**src/rtl/rtc_a_vga_escritor_pkg.sv**
```systemverilog
// Shared types and constants for the RTC-to-VGA field writer.
package rtc_a_vga_escritor_pkg;

    localparam int unsigned AnchoByte = 8;

    localparam int unsigned PosSeg    = 0;
    localparam int unsigned PosMin    = 1;
    localparam int unsigned PosHora   = 2;
    localparam int unsigned PosDia    = 3;
    localparam int unsigned PosMes    = 4;
    localparam int unsigned PosAnio   = 5;
    localparam int unsigned PosCrSeg  = 6;
    localparam int unsigned PosCrMin  = 7;
    localparam int unsigned PosCrHora = 8;

    typedef enum logic [1:0] {
        StIdle,
        StEsperaV,
        StEnvia,
        StPausa
    } estado_t;

endpackage

```
**src/rtl/rtc_a_vga_escritor_if.sv**
```systemverilog
// Snapshot input and display strobe bundle between RTC controller, writer and VGA top.
interface rtc_a_vga_escritor_if #(
    parameter int unsigned N_CAMPOS = 9
);
    logic                  actualizar;
    logic [N_CAMPOS*8-1:0] datos_in;
    logic                  V_ON;
    logic [7:0]            DIR_DATO;
    logic [3:0]            POSICION;
    logic                  RD;
    logic                  ocupado;
    logic                  bcd_err;

    modport master (
        output actualizar, datos_in, V_ON,
        input  DIR_DATO, POSICION, RD, ocupado, bcd_err
    );

    modport slave (
        input  actualizar, datos_in, V_ON,
        output DIR_DATO, POSICION, RD, ocupado, bcd_err
    );
endinterface

```
**src/rtl/rtc_a_vga_escritor_bcd_sanear.sv**
```systemverilog
// Combinational BCD byte check: passes valid bytes, zeroes bytes with a nibble above 9.
module rtc_a_vga_escritor_bcd_sanear
    import rtc_a_vga_escritor_pkg::*;
(
    input  logic [AnchoByte-1:0] i_byte,
    output logic [AnchoByte-1:0] o_byte,
    output logic                 o_err
);
    always_comb begin
        o_err  = (i_byte[7:4] > 4'd9) || (i_byte[3:0] > 4'd9);
        o_byte = o_err ? '0 : i_byte;
    end
endmodule

```
**src/rtl/rtc_a_vga_escritor.sv**
```systemverilog
// Streams a captured BCD snapshot to the VGA character path, one field per RD strobe,
// starting only in vertical blanking.
module rtc_a_vga_escritor
    import rtc_a_vga_escritor_pkg::*;
#(
    parameter int unsigned N_CAMPOS = 9,
    parameter int unsigned ESPACIO  = 2
) (
    input logic                 reloj,
    input logic                 resetM,
    rtc_a_vga_escritor_if.slave bus
);
    localparam int unsigned AnchoDatos  = N_CAMPOS * AnchoByte;
    localparam logic [3:0]  UltimoIdx   = 4'(N_CAMPOS - 1);
    localparam logic [3:0]  UltimaPausa = 4'(ESPACIO - 1);

    estado_t               r_estado, w_estado_d;
    logic [AnchoDatos-1:0] r_actual, w_actual_d;
    logic [AnchoDatos-1:0] r_siguiente, w_siguiente_d;
    logic                  r_pendiente, w_pendiente_d;
    logic [3:0]            r_idx, w_idx_d;
    logic [3:0]            r_cnt, w_cnt_d;
    logic [7:0]            r_dir_dato, w_dir_dato_d;
    logic [3:0]            r_posicion, w_posicion_d;
    logic                  r_rd, w_rd_d;
    logic                  r_ocupado, w_ocupado_d;
    logic                  r_bcd_err, w_bcd_err_d;

    logic [AnchoByte-1:0]  w_byte_sel;
    logic [AnchoByte-1:0]  w_byte_ok;
    logic                  w_byte_err;

    assign w_byte_sel = r_actual[r_idx*AnchoByte +: AnchoByte];

    rtc_a_vga_escritor_bcd_sanear u_sanear (
        .i_byte (w_byte_sel),
        .o_byte (w_byte_ok),
        .o_err  (w_byte_err)
    );

    always_comb begin
        w_estado_d    = r_estado;
        w_actual_d    = r_actual;
        w_siguiente_d = r_siguiente;
        w_pendiente_d = r_pendiente;
        w_idx_d       = r_idx;
        w_cnt_d       = r_cnt;
        w_dir_dato_d  = r_dir_dato;
        w_posicion_d  = r_posicion;
        w_rd_d        = 1'b0;
        w_bcd_err_d   = r_bcd_err;
        // Stays high through the strobe cycle of the last field, drops the clock after.
        w_ocupado_d   = (r_estado != StIdle) || bus.actualizar;

        if (bus.actualizar && (r_estado != StIdle)) begin
            w_siguiente_d = bus.datos_in;
            w_pendiente_d = 1'b1;
        end

        unique case (r_estado)
            StIdle: begin
                if (bus.actualizar) begin
                    w_actual_d = bus.datos_in;
                    w_estado_d = StEsperaV;
                end
            end
            StEsperaV: begin
                if (!bus.V_ON) begin
                    w_idx_d    = '0;
                    w_estado_d = StEnvia;
                end
            end
            StEnvia: begin
                w_rd_d       = 1'b1;
                w_posicion_d = r_idx;
                w_dir_dato_d = w_byte_ok;
                w_bcd_err_d  = r_bcd_err | w_byte_err;
                if (r_idx != UltimoIdx) begin
                    w_cnt_d    = '0;
                    w_estado_d = StPausa;
                end else if (r_pendiente || bus.actualizar) begin
                    // A pulse landing on the last field is the newest snapshot; send it next.
                    w_actual_d    = bus.actualizar ? bus.datos_in : r_siguiente;
                    w_pendiente_d = 1'b0;
                    w_estado_d    = StEsperaV;
                end else begin
                    w_estado_d = StIdle;
                end
            end
            StPausa: begin
                if (r_cnt == UltimaPausa) begin
                    w_idx_d    = r_idx + 4'd1;
                    w_estado_d = StEnvia;
                end else begin
                    w_cnt_d = r_cnt + 4'd1;
                end
            end
            default: w_estado_d = StIdle;
        endcase
    end

    always_ff @(posedge reloj or negedge resetM) begin
        if (!resetM) begin
            r_estado    <= StIdle;
            r_actual    <= '0;
            r_siguiente <= '0;
            r_pendiente <= 1'b0;
            r_idx       <= '0;
            r_cnt       <= '0;
            r_dir_dato  <= '0;
            r_posicion  <= '0;
            r_rd        <= 1'b0;
            r_ocupado   <= 1'b0;
            r_bcd_err   <= 1'b0;
        end else begin
            r_estado    <= w_estado_d;
            r_actual    <= w_actual_d;
            r_siguiente <= w_siguiente_d;
            r_pendiente <= w_pendiente_d;
            r_idx       <= w_idx_d;
            r_cnt       <= w_cnt_d;
            r_dir_dato  <= w_dir_dato_d;
            r_posicion  <= w_posicion_d;
            r_rd        <= w_rd_d;
            r_ocupado   <= w_ocupado_d;
            r_bcd_err   <= w_bcd_err_d;
        end
    end

    assign bus.DIR_DATO = r_dir_dato;
    assign bus.POSICION = r_posicion;
    assign bus.RD       = r_rd;
    assign bus.ocupado  = r_ocupado;
    assign bus.bcd_err  = r_bcd_err;
endmodule

```
**src/flat_wrapper.sv**
```systemverilog
// flat-port wrapper written by rule: the top's interface ports become plain ports
module rtc_a_vga_escritor_flat import rtc_a_vga_escritor_pkg::*;
#(
    parameter int unsigned N_CAMPOS = 9,
    parameter int unsigned ESPACIO  = 2
)
  (reloj, resetM, bus_actualizar, bus_datos_in, bus_V_ON, bus_DIR_DATO, bus_POSICION, bus_RD, bus_ocupado, bus_bcd_err);
  rtc_a_vga_escritor_if #(.N_CAMPOS(N_CAMPOS)) bus_i ();
  input logic reloj;
  input logic resetM;
  input wire logic [$bits(bus_i.actualizar)-1:0] bus_actualizar;
  input wire logic [$bits(bus_i.datos_in)-1:0] bus_datos_in;
  input wire logic [$bits(bus_i.V_ON)-1:0] bus_V_ON;
  output wire logic [$bits(bus_i.DIR_DATO)-1:0] bus_DIR_DATO;
  output wire logic [$bits(bus_i.POSICION)-1:0] bus_POSICION;
  output wire logic [$bits(bus_i.RD)-1:0] bus_RD;
  output wire logic [$bits(bus_i.ocupado)-1:0] bus_ocupado;
  output wire logic [$bits(bus_i.bcd_err)-1:0] bus_bcd_err;
  assign bus_i.actualizar = bus_actualizar;
  assign bus_i.datos_in = bus_datos_in;
  assign bus_i.V_ON = bus_V_ON;
  assign bus_DIR_DATO = bus_i.DIR_DATO;
  assign bus_POSICION = bus_i.POSICION;
  assign bus_RD = bus_i.RD;
  assign bus_ocupado = bus_i.ocupado;
  assign bus_bcd_err = bus_i.bcd_err;
  rtc_a_vga_escritor #(.N_CAMPOS(N_CAMPOS), .ESPACIO(ESPACIO)) u_core (.reloj(reloj), .resetM(resetM), .bus(bus_i));
endmodule
```
**config.mk**
```make
export PLATFORM = sky130hd
export DESIGN_NAME = rtc_a_vga_escritor_flat
export DESIGN_NICKNAME = d
export VERILOG_FILES = /design/src/rtl/rtc_a_vga_escritor_pkg.sv /design/src/rtl/rtc_a_vga_escritor_if.sv /design/src/rtl/rtc_a_vga_escritor_bcd_sanear.sv /design/src/rtl/rtc_a_vga_escritor.sv /design/src/flat_wrapper.sv
export SDC_FILE = /design/constraint.sdc
export NUM_CORES = 1
export LEC_CHECK = 0
export ABC_CLOCK_PERIOD_IN_PS = 2170
export CAP_MARGIN = 10
export CORE_MARGIN = 1.5
export CORE_UTILIZATION = 49
export DETAILED_ROUTE_END_ITERATION = 12
export GPL_ROUTABILITY_DRIVEN = 0
export PLACE_DENSITY = 0.85
export REMOVE_ABC_BUFFERS = 1
export SYNTH_ARGS = -nofsm -noshare
export SYNTH_HDL_FRONTEND = slang
export SYNTH_SLANG_ARGS = --single-unit
export TNS_END_PERCENT = 5
```
**constraint.sdc**
```tcl
create_clock -name reloj -period 2.17 [get_ports reloj]
set_input_delay 0.434 -clock reloj [delete_from_list [all_inputs] [get_ports reloj]]
set_output_delay 0.434 -clock reloj [all_outputs]
set_load 0.02 [all_outputs]
```
==> results.txt <==
----------------------------------------------------
[STA]
  Number of hold violations in the final report ... 0
  Post-route clock skew ... 0.00763 ns
  Worst-Margin Slew ... 0.627 ns
  Period utilisation layout ... around 100%
  Worst rel slew slack ... 57.8%
  Final setup TNS ... 0 ns
  Final critical path time including I/O delays and setup ... 2.16 ns
  Setup repair after global routing missed its margin ... yes
  Final setup vio count ... 0
  Top achievable clock speed ... approximately 0.46 GHz
  Count of final max-slew check failures ... 0

[Final layout]
  Layout Cells excl Fill ... ~970
  Layout area overhead ... 25.6%
  Utilization after layout ... 63.3%
  Proportion of layout cells with a drive suffix above 1 ... 19.9%
  Antenna diode count ... 0
  Net count, final ... 822
  Fill count ... approximately 1100

[Global routing]
  First-pass GRT wire length ... roughly 28 mm
  Largest net degree at the start of global routing ... 53
  Initial antenna violation count ... 0
  Global routing usage summed across all routing layers ... a little under a quarter
  Gr ovfl total ... 0
  Number of global-route vias before repair ... 5674

[Clock network]
  Maximum buffer depth of the clock tree ... 2
  TritonCTS clock tree ... built
  Clock Latency Late Sink ... about 0.43 ns
  Number of sinks driven by the clock tree ... 170
  Clock edge transition at the registers on the reported setup and hold paths ... 0.06 ns
  H-tree level count ... 4
  Cell chosen for the clock root ... clkbuf_16
  Num CTS Buffers ... 17

[Placement]
  Cells after DPL ... 930
  HPWL after DPL ... 12.1 mm
  Number of input and output port buffers inserted ... 90

[Floorplan]
  Area of the die ... roughly 17000 um^2
  Std cell rows ... 45
  Initial cell density of the core ... 50.4%
  Total I/O pin count ... 91
  Y dimension of the die ... ~130 um
  Core area ... around 15000 um^2
  Die W ... 129 um

[Drt]
  Post-detailed-route wirelength per cell ... between 15 and 20 um
  Post-route antenna net violation count ... 0
  Vias after detailed routing ... ~5400
  Violation count after the first detailed-routing iteration ... 443
  Residual DRC count ... 0
  Via density per instance ... between 5 and 6
  Detailed-router iteration count before antenna repair ... 5
  Wire length reported by the detailed router ... 17.6 mm

[Synth]
  Share of the yosys chip area belonging to registers ... 55.1%
  Leading register cell type out of synthesis ... dfrtp_1
  Count of yosys warnings during synthesis ... 0
  Count of state elements after synthesis ... 170
  Post-synthesis instance total ... 649
  Netlist area before placement ... 7720 um^2
  Mean instance size in the synthesized netlist ... between 10 and 15 um^2
  Asr flop ratio synth ... 100%
  Post-synth EDFFs ... 0
  Distinct cell type count of the synthesized netlist ... 40

[Run]
  Max-Cap Viols ... 0

[Power]
  Proportion of power drawn by combinational gates ... roughly a third
  Worst ir drop on vdd ... roughly 0.00076 V
  Register share of total power ... 40.6%
  Int Power ... slightly above 8 mW
  Net switching share of the total power ... 33.4%
  Clock network fraction of total power ... 24.9%
  Leakage power figure ... 3.96 nW
  Power density relative to cell area ... 1250 nW/um^2
  Total net switching power ... between 4 and 5 mW

[Worst setup path]
  Worst setup path category ... flop to flop
  Max Fanout on Critical Path ... 11
  Critical path capture point type ... flop
  Critical path data required time ... 2.48 ns
  Arr. time, crit path ... 2.47 ns
  Kind of start point of the critical path ... flop

[Min path]
  Type of the worst min-delay path ... input pin to asynchronous set/reset pin

[Run status]
  Run status ... finished clean

----------------------------------------------------
[cells in the mapped netlist, drive strengths merged (5+ instances only)]
library cell	instances	area, um^2
dfrtp	170	4250
nor2	95	357
mux2i	82	821
mux2	81	912
a21oi	74	370
buf	23	140
clkbuf	21	78.8
nand2	21	78.8
o21ai	15	75.1
mux4	8	191
nor4	6	37.5
inv	5	18.8
nand2b	5	31.3
[power groups by stage]
stage	logic (mW)	clock network, mW	registers, mW
3_3_place_gp	3.80	0	4.85
6_report	4.19	3.02	4.93
3_5_place_dp	4.03	0	4.93
2_1_floorplan	2.46	0	4.99
4_1_cts	4.12	3.05	4.90
5_1_grt	4.58	3.20	5.03
[timing repair]
item                                   CTS  global route
hold buffers                             1             0
buffers inserted                         0             3
resized for setup                        6             5
setup endpoints to repair                2            23
endpoints found under the hold margin   40             0
pin swaps                                1             2
[routing by layer]
layer	vias to the layer above	track usage [%]	wire length (um)
li1	2485	-	-
met1	2702	28.2	7320
met2	165	38.6	9070
met3	31	5.49	830
met4	0	7.93	340
met5	-	0	0
[cells in the final DEF, fill, tap and decap left out, drive strengths merged, types with 2 or more instances in the layout]
cell,netlist,final
dfrtp,170,170
nor2,95,95
clkdlybuf4s50,0,89
mux2i,82,82
mux2,81,81
a21oi,74,74
buf,23,28
clkbuf,21,24
nand2,21,21
o21ai,15,15
mux4,8,8
nor4,6,6
inv,5,5
nand2b,5,5
o221ai,4,4
a22oi,4,4
ha,4,4
clkinv,1,4
nor2b,3,3
a22o,3,3
or3,2,2
nor3b,2,2
a32o,2,2
o211a,2,2
and3,2,2
o211ai,2,2
nor3,2,2
nand3,2,2
bufinv,0,2
clkinvlp,0,2
[cell families after synthesis]
group                      after synthesis  synth area share, %
AOI/OAI and AO/OA                      108                 7.93
xor gates and xnor gates                 2                0.227
adders and majority gates                4                0.648
buffers and inverters                   50                 3.13
DFF                                    170                 55.1
muxes                                  171                 24.9
and+or+nand+nor                        144                 8.02
[layout make-up]
cell class | instances | area, um^2 | share of cell area, %
multi-input cells | 429 | 3270 | 33.7
inverters | 6 | 22.5 | 0.232
clock inverters | 7 | 90.1 | 0.929
flip-flops and latches | 170 | 4250 | 43.9
clock buffers | 24 | 492 | 5.07
well taps | 211 | 264 | 2.72
repair buffers | 118 | 1310 | 13.5
[state kept, by name (all words and copies together), names as in the netlist]
| signal | cells |
|---|---|
| u_core.bus.DIR_DATO | 8 |
| u_core.bus.POSICION | 4 |
| u_core.bus.RD | 1 |
| u_core.bus.bcd_err | 1 |
| u_core.bus.ocupado | 1 |
| u_core.r_actual | 72 |
| u_core.r_cnt | 4 |
| u_core.r_estado | 2 |
| u_core.r_idx | 4 |
| u_core.r_pendiente | 1 |
| u_core.r_siguiente | 72 |
[path summary, 6_finish.rpt]
| path | to | start | slack, ns | cells after the start |
|---|---|---|---|---|
| setup / recovery | u_core.bus.bcd_err | u_core.r_idx[0] | 0.007 | 6 |
| hold / removal | u_core.r_siguiente[45] | resetM | 0.50 | 2 |
| setup reg to reg | u_core.bus.bcd_err | u_core.r_idx[0] | 0.007 | 6 |
| hold reg to reg | u_core.bus.POSICION[3] | u_core.bus.POSICION[3] | 0.50 | 2 |
| max in group asynchronous | u_core.r_siguiente[35] | resetM | 0.96 | 3 |
| min in group reloj | u_core.bus.POSICION[3] | u_core.bus.POSICION[3] | 0.50 | 2 |
[stage by stage]
step / hold slack, ns / instance area [um^2] / total power, mW / setup WS (ns)
final: 0.496 / 9690 / 12.1 / 0.00692
after global routing: 0.510 / 9690 / 12.8 / -0.0353
after CTS: 0.500 / 9660 / 12.1 / 0.0104
after detailed placement: 0.387 / 9050 / 8.96 / -0.0174
after global placement: 0.381 / 9050 / 8.65 / 0.0432
after floorplan: 0.138 / 7500 / 7.45 / -3.85
[critical path, cell delays in order, from the launching register on]
cell and delay, ns:
dfrtp_1 0.40, buf_8 0.17, mux4_2 0.53, nor2_1 0.14
o21ai_1 0.15, o211a_4 0.33, or3_1 0.32
(Power assumes the default switching activity.)
